## src/rtl/vga_fetch.sv

```systemverilog
// vga_fetch: 640x480 VGA timing generator fed by a frame-buffer prefetch FIFO.
// Define VGA_FETCH_TESTPAT_EN to add the test_pattern colour-bar input.
module vga_fetch #(
  parameter int CLK_DIV     = 2,
  parameter int FIFO_DEPTH  = 8,
  parameter int FRAME_WORDS = 153600
) (
  input  logic        clk,
  input  logic        reset_n,
  output logic        fetch_req,
  input  logic        fetch_ack,
  input  logic [35:0] fetch_data,
  output logic        frame_start,
  output logic        hsync,
  output logic        vsync,
  output logic        blank,
  output logic [17:0] pixel,
  output logic        underflow
`ifdef VGA_FETCH_TESTPAT_EN
  ,
  input  logic        test_pattern
`endif
);

  localparam int DW = (CLK_DIV > 1) ? $clog2(CLK_DIV) : 1;
  localparam int AW = (FIFO_DEPTH > 1) ? $clog2(FIFO_DEPTH) : 1;
  localparam int CW = AW + 1;

  localparam logic [1:0] IDLE  = 2'd0;
  localparam logic [1:0] REQ   = 2'd1;
  localparam logic [1:0] WAIT1 = 2'd2;
  localparam logic [1:0] WAIT2 = 2'd3;

  logic [DW-1:0] div_cnt;
  logic          tick;
  logic [9:0]    hcount;
  logic [9:0]    vcount;
  logic          active;
  logic          pop;
  logic          do_pop;
  logic          push;
  logic          empty;
  logic          frame_evt;

  logic [35:0]   mem [FIFO_DEPTH];
  logic [AW-1:0] rd_ptr;
  logic [AW-1:0] wr_ptr;
  logic [CW-1:0] count;
  logic [35:0]   head;

  logic [1:0]    state;
  logic [17:0]   words_fetched;
  logic [17:0]   lo_q;

  assign tick      = (div_cnt == DW'(CLK_DIV - 1));
  assign active    = (hcount < 10'd640) && (vcount < 10'd480);
  assign pop       = tick && active && !hcount[0];
  assign empty     = (count == '0);
  assign do_pop    = pop && !empty;
  assign frame_evt = tick && (hcount == 10'd0) && (vcount == 10'd490);
  assign push      = (state == WAIT2) && !frame_evt;
  assign head      = mem[rd_ptr];
  assign fetch_req = (state == REQ);

`ifdef VGA_FETCH_TESTPAT_EN
  logic [20:0] bar_prod;
  logic [17:0] bar_px;
  assign bar_prod = (21'h3FFFF * {18'd0, hcount[9:7]}) / 21'd7;
  assign bar_px   = bar_prod[17:0];
`endif

  // pixel-tick divider and raster counters
  always_ff @(posedge clk or negedge reset_n) begin
    if (!reset_n) begin
      div_cnt <= '0;
      hcount  <= '0;
      vcount  <= '0;
    end else if (tick) begin
      div_cnt <= '0;
      if (hcount == 10'd799) begin
        hcount <= '0;
        vcount <= (vcount == 10'd524) ? 10'd0 : vcount + 10'd1;
      end else begin
        hcount <= hcount + 10'd1;
      end
    end else begin
      div_cnt <= div_cnt + DW'(1);
    end
  end

  // fetch FSM: one request in flight, data lands two clks after ack
  always_ff @(posedge clk or negedge reset_n) begin
    if (!reset_n) begin
      state         <= IDLE;
      words_fetched <= '0;
    end else if (frame_evt) begin
      state         <= IDLE;
      words_fetched <= '0;
    end else begin
      unique case (state)
        IDLE: begin
          if (count < CW'(FIFO_DEPTH) &&
              words_fetched < 18'(FRAME_WORDS))
            state <= REQ;
        end
        REQ:   if (fetch_ack) state <= WAIT1;
        WAIT1: state <= WAIT2;
        WAIT2: begin
          state         <= IDLE;
          words_fetched <= words_fetched + 18'd1;
        end
        default: state <= IDLE;
      endcase
    end
  end

  // FIFO pointers and occupancy; flushed at frame restart
  always_ff @(posedge clk or negedge reset_n) begin
    if (!reset_n) begin
      rd_ptr <= '0;
      wr_ptr <= '0;
      count  <= '0;
    end else if (frame_evt) begin
      rd_ptr <= '0;
      wr_ptr <= '0;
      count  <= '0;
    end else begin
      if (push)   wr_ptr <= wr_ptr + AW'(1);
      if (do_pop) rd_ptr <= rd_ptr + AW'(1);
      count <= count + {{AW{1'b0}}, push}
                     - {{AW{1'b0}}, do_pop};
    end
  end

  // FIFO storage
  always_ff @(posedge clk) begin
    if (push) mem[wr_ptr] <= fetch_data;
  end

  // registered video outputs, updated one clk after each tick
  always_ff @(posedge clk or negedge reset_n) begin
    if (!reset_n) begin
      frame_start <= 1'b0;
      hsync       <= 1'b1;
      vsync       <= 1'b1;
      blank       <= 1'b1;
      pixel       <= '0;
      lo_q        <= '0;
      underflow   <= 1'b0;
    end else begin
      frame_start <= frame_evt;
      if (pop && empty) underflow <= 1'b1;
      if (tick) begin
        hsync <= !(hcount >= 10'd656 && hcount <= 10'd751);
        vsync <= !(vcount == 10'd490 || vcount == 10'd491);
        blank <= !active;
        if (pop) lo_q <= empty ? 18'd0 : head[17:0];
        if (!active)
          pixel <= '0;
`ifdef VGA_FETCH_TESTPAT_EN
        else if (test_pattern)
          pixel <= bar_px;
`endif
        else if (!hcount[0])
          pixel <= empty ? 18'd0 : head[35:18];
        else
          pixel <= lo_q;
      end
    end
  end

endmodule
```

## config.mk

```make
export PLATFORM = sky130hd
export DESIGN_NAME = vga_fetch
export DESIGN_NICKNAME = d
export VERILOG_FILES = /design/src/rtl/vga_fetch.sv
export SDC_FILE = /design/constraint.sdc
export NUM_CORES = 1
export LEC_CHECK = 0
export CORE_MARGIN = 5
export CORE_UTILIZATION = 30
export DETAILED_ROUTE_END_ITERATION = 12
export GPL_TIMING_DRIVEN = 1
export SYNTH_ARGS = -nofsm -noshare
export SYNTH_HDL_FRONTEND = slang
export SYNTH_SLANG_ARGS = --single-unit
```

## constraint.sdc

```tcl
create_clock -name clk -period 7.35 [get_ports clk]
set_clock_uncertainty 0.2 [all_clocks]
set_input_delay 0.735 -clock clk [delete_from_list [all_inputs] [get_ports clk]]
set_output_delay 0.735 -clock clk [all_outputs]
set_load 0.02 [all_outputs]
```

==> results <==
- The endpoint of the most critical register-to-register path is count[2].
- Setup violations remaining at the end of the flow were counted as 0.
- The synthesis-stage register bit count is 380.
- The largest area contributor in the synthesized netlist is sky130_fd_sc_hd__edfxtp_1.
- Of the total power, combinational logic draws about a quarter.
- The layout filler cell count is 4,655.
- During synthesis, Yosys emitted a total of 0 warnings.
- The number of DRC violations after detailed routing is 0.
- The congestion estimate from routability-driven global placement came to 0.745.
- The tool flagged a number of max-cap violations equal to 0.
- In this run the standard cell core region covers about 50,000 um^2.
- The min-delay analysis places its worst path in the category flip-flop to flip-flop.
- The final hold violation count is 0.
- The number of global-route vias before repair is just over 8,000.
- The vertical die dimension is ~240 um.
- A synthesized cell averages roughly 17 um^2.
- Derived from the worst setup path, the maximum achievable clock frequency is 303 MHz.
- The detail-routed via count per cell is slightly below 5.
- The minimum setup slack in the final design is between 4 and 5 ns.
- The routed length per placed instance is around 20 um.
- Gates resized during post-CTS repair numbered 0.
- Global routing used a little under an eighth of the available tracks.
- The number of nets with antenna violations after routing is 0.
- The design internal power is approximately 0.0047 W.
- The share of cells above drive strength 1 is 17.1%.
- The number of stages on the worst hold path is 2.
- TritonCTS created 38 clock buffers.
- The share of total power in the clock network is 30.4%.
- The site row count is between 80 and 90.
- The clock latency on the worst-skew pair is 0.53 ns.
- The total routed wirelength is 33,300 um.
- The count of pins over their slew limit was 0.
- Counting flops with a built-in enable in the synthesized netlist gives between 200 and 300.
- The first global-routing pass estimated 51,300 um of wire.
- The starting density of the core is between 30% and 40%.
- Counting flops with an async set or reset pin after synthesis yields a share of between 20% and 30%.
- The die covers 55,400 um^2.
- In the post-synthesis netlist, the biggest area contributors are sky130_fd_sc_hd__edfxtp_1 (57%), sky130_fd_sc_hd__dfrtp_1 (15%), sky130_fd_sc_hd__mux4_2 (11%).
- The register area share after synthesis is approximately 70%.
- The depth of the worst register-to-register path is 9.
- Clock-pin slew was measured on the worst setup and hold paths at around 0.06 ns.
- The clock root buffer is sky130_fd_sc_hd__clkbuf_16.
- For this design the ratio of total power to cell area is 370 nW/um^2.
- Net switching is between 20 and 30% of the power.
- Dividing the final minimum period by the clock period gives between 40 and 50%.
- The HPWL after detailed placement is between 15,000 and 20,000 um.
- The layout overhead on the synthesized area is 18.2%.
- For the final routed database, the setup TNS stands at 0 ns.
- The startpoint identified for the worst hold timing path is blank.
- The share of the synthesized area in the top cell type is ~57%.
- 0 antenna diodes ended up in the layout.
- The maximum number of buffers from clock root to sink is 3.
- Setup repair after global routing left no endpoint under its margin.
- The analysis attributes to cell leakage a power of between 6 and 7 nW.
- The number of distinct library cell variants in the gate-level netlist after synthesis is 52.
- The pin count of the biggest net entering global routing is 62.
- The starting DRC count in detailed routing is 633.
- Across all hold checks on the routed design, the worst slack comes to slightly below 0.3 ns.
- The number of nets at the end of the flow is around 1,000.
- The analysis attributes to net switching a power of slightly below 0.002 W.
- Summing over every cut layer, the via total after detailed routing is 8,037.
- The clock tree from TritonCTS is done.
- The clock net in this run drives a total of 380 sinks.
- The path type of the worst setup path is flip-flop to flip-flop.
- In this run the count of I/O pins placed on the die edge is 63.
- The flow ran to the end, and the final reports show no timing, DRC or antenna violations.
- The synthesized netlist occupies a cell area of between 15,000 and 20,000 um^2.
- STA puts the critical path data arrival time at around 3.5 ns.
- In the synthesized netlist, the cells that appear most often are sky130_fd_sc_hd__edfxtp_1 (288), sky130_fd_sc_hd__dfrtp_1 (89), sky130_fd_sc_hd__nand2_1 (77).
- In this run the worst path has a maximum fanout of 39.
- The number of antenna violations at the first check in global routing was 2.
- In this run the tool buffered the top-level ports with 62 buffer cells.
- For this run, the leading register cell type out of synthesis is sky130_fd_sc_hd__edfxtp_1.
- The worst setup slack after placement is a little over 4 ns.
- The worst setup path is launched from a flip-flop.
- The path with the worst hold slack has its endpoint at blank.
- The final core utilization is about 36%.
- Measured against its own limit, the worst slew margin works out to between 30% and 40%.
- The dominant cell by count in the synthesized netlist is sky130_fd_sc_hd__edfxtp_1.
- The actual slew at the worst max-slew pin is between 1 and 1.5 ns.
- Across the VDD grid, the largest voltage drop is roughly 0.19 mV.
- The gate count after technology mapping is roughly 880.
- The shortest clock period the worst path allows after layout is 3.30 ns.
- The first detailed-routing pass ran for 7 iterations.
- Of the total power, registers draw 44.6%.
- The total overflow left after global routing is 0.
- The data required time of the critical path is roughly 7.5 ns.
- The worst setup path is captured at a flip-flop.
- The worst flop-to-flop path startpoint is hcount[4].
- The die is 235 um wide.
- The H-tree generated during clock tree synthesis spans 2 levels.
- The net count of the mapped netlist is ~940.
- The worst-case register-to-register setup slack is slightly above 4 ns.
## cell usage in the layout, fill, tap and decap left out, types with 19 or more instances in the layout
cell	synthesis	final
sky130_fd_sc_hd__mux2i_1	20	20
sky130_fd_sc_hd__inv_1	19	19
sky130_fd_sc_hd__nand3_1	21	21
sky130_fd_sc_hd__nor2_1	31	31
sky130_fd_sc_hd__clkdlybuf4s50_1	0	61
sky130_fd_sc_hd__edfxtp_1	288	288
sky130_fd_sc_hd__mux4_2	72	72
sky130_fd_sc_hd__xnor2_1	19	19
sky130_fd_sc_hd__dfrtp_1	89	87
sky130_fd_sc_hd__clkbuf_16	0	39
sky130_fd_sc_hd__nand2_1	77	77
sky130_fd_sc_hd__nor3_1	31	29
## layer usage
layer  share of wire, %  up-vias  wire length, um  global-route usage (%)
li1                   -     3600                -                       -
met1                 45     4188            14900                    16.6
met2                 48      201            16100                    19.1
met3                5.5       44             1830                    2.52
met4                1.4        4              465                    2.46
met5              0.069        -               23                       0
## area by class of cell
cell class,instances,area [um^2],area share (%)
clock buffer,56,1140,6.33
clock inverter,12,188,1.04
inverter,20,75.1,0.417
multi-input combinational,434,4050,22.5
sequential,380,11000,60.9
tap,672,841,4.67
timing repair buffer,80,756,4.20
## flip-flops by register name, summed over array words and instances (netlist names), 2 cells and up
register	flops
mem	288
lo_q	18
pixel	18
words_fetched	18
hcount	10
vcount	10
count	4
rd_ptr	3
wr_ptr	3
state	2
## metrics by stage
stage | area [um^2] | cells | total power (W)
after global placement | 16700 | 1585 | 0.00469
final | 18000 | 1654 | 0.00666
after detailed placement | 16700 | 1585 | 0.00473
after floorplan | 15200 | 879 | 0.00412
after global routing | 18000 | 1654 | 0.00703
after CTS | 18000 | 1654 | 0.00677
## timing repair
item | CTS | global route
buffers inserted | 0 | 0
hold buffers | 1 | 0
hold endpoints to repair | 28 | 0
## worst max-delay path: stages, from the launching register on
cell and delay (ns):
sky130_fd_sc_hd__dfrtp_1 0.47, sky130_fd_sc_hd__or4_1 0.54, sky130_fd_sc_hd__or3_1 0.37, sky130_fd_sc_hd__nor4_4 0.22, sky130_fd_sc_hd__buf_4 0.43, sky130_fd_sc_hd__nor2b_1 0.10
sky130_fd_sc_hd__ha_1 0.22, sky130_fd_sc_hd__fa_1 0.38, sky130_fd_sc_hd__xnor2_1 0.16, sky130_fd_sc_hd__nor2_1 0.06
## worst max path at each step
stage	start	endpoint	cells after the start
after floorplan	div_cnt	mem[5][0]	6
after global placement	div_cnt	pixel[3]	4
after detailed placement	hcount[4]	count[2]	9
after CTS	hcount[4]	count[2]	9
after global routing	div_cnt	count[2]	9
final	hcount[4]	count[2]	9
## kinds of logic after synthesis
family | count (synthesis) | synth area share, %
AO/OA/AOI/OAI | 83 | 4.17
XOR/XNOR | 27 | 1.55
adder cells (fa/ha/maj) | 19 | 1.61
buffers and inverters | 65 | 1.91
flip-flops | 380 | 71.9
multiplexers | 92 | 12.0
AND/OR/NAND/NOR | 213 | 6.93
## power by group through the flow
stage	registers (W)	clock network (W)	logic [W]
floorplan	0.00288	0	0.00124
global placement	0.00302	0	0.00168
detailed placement	0.00302	0	0.00171
CTS	0.00298	0.00208	0.00172
global route	0.00301	0.00216	0.00185
finish	0.00297	0.00203	0.00167
No activity file was read; power rests on OpenSTA's default activity.
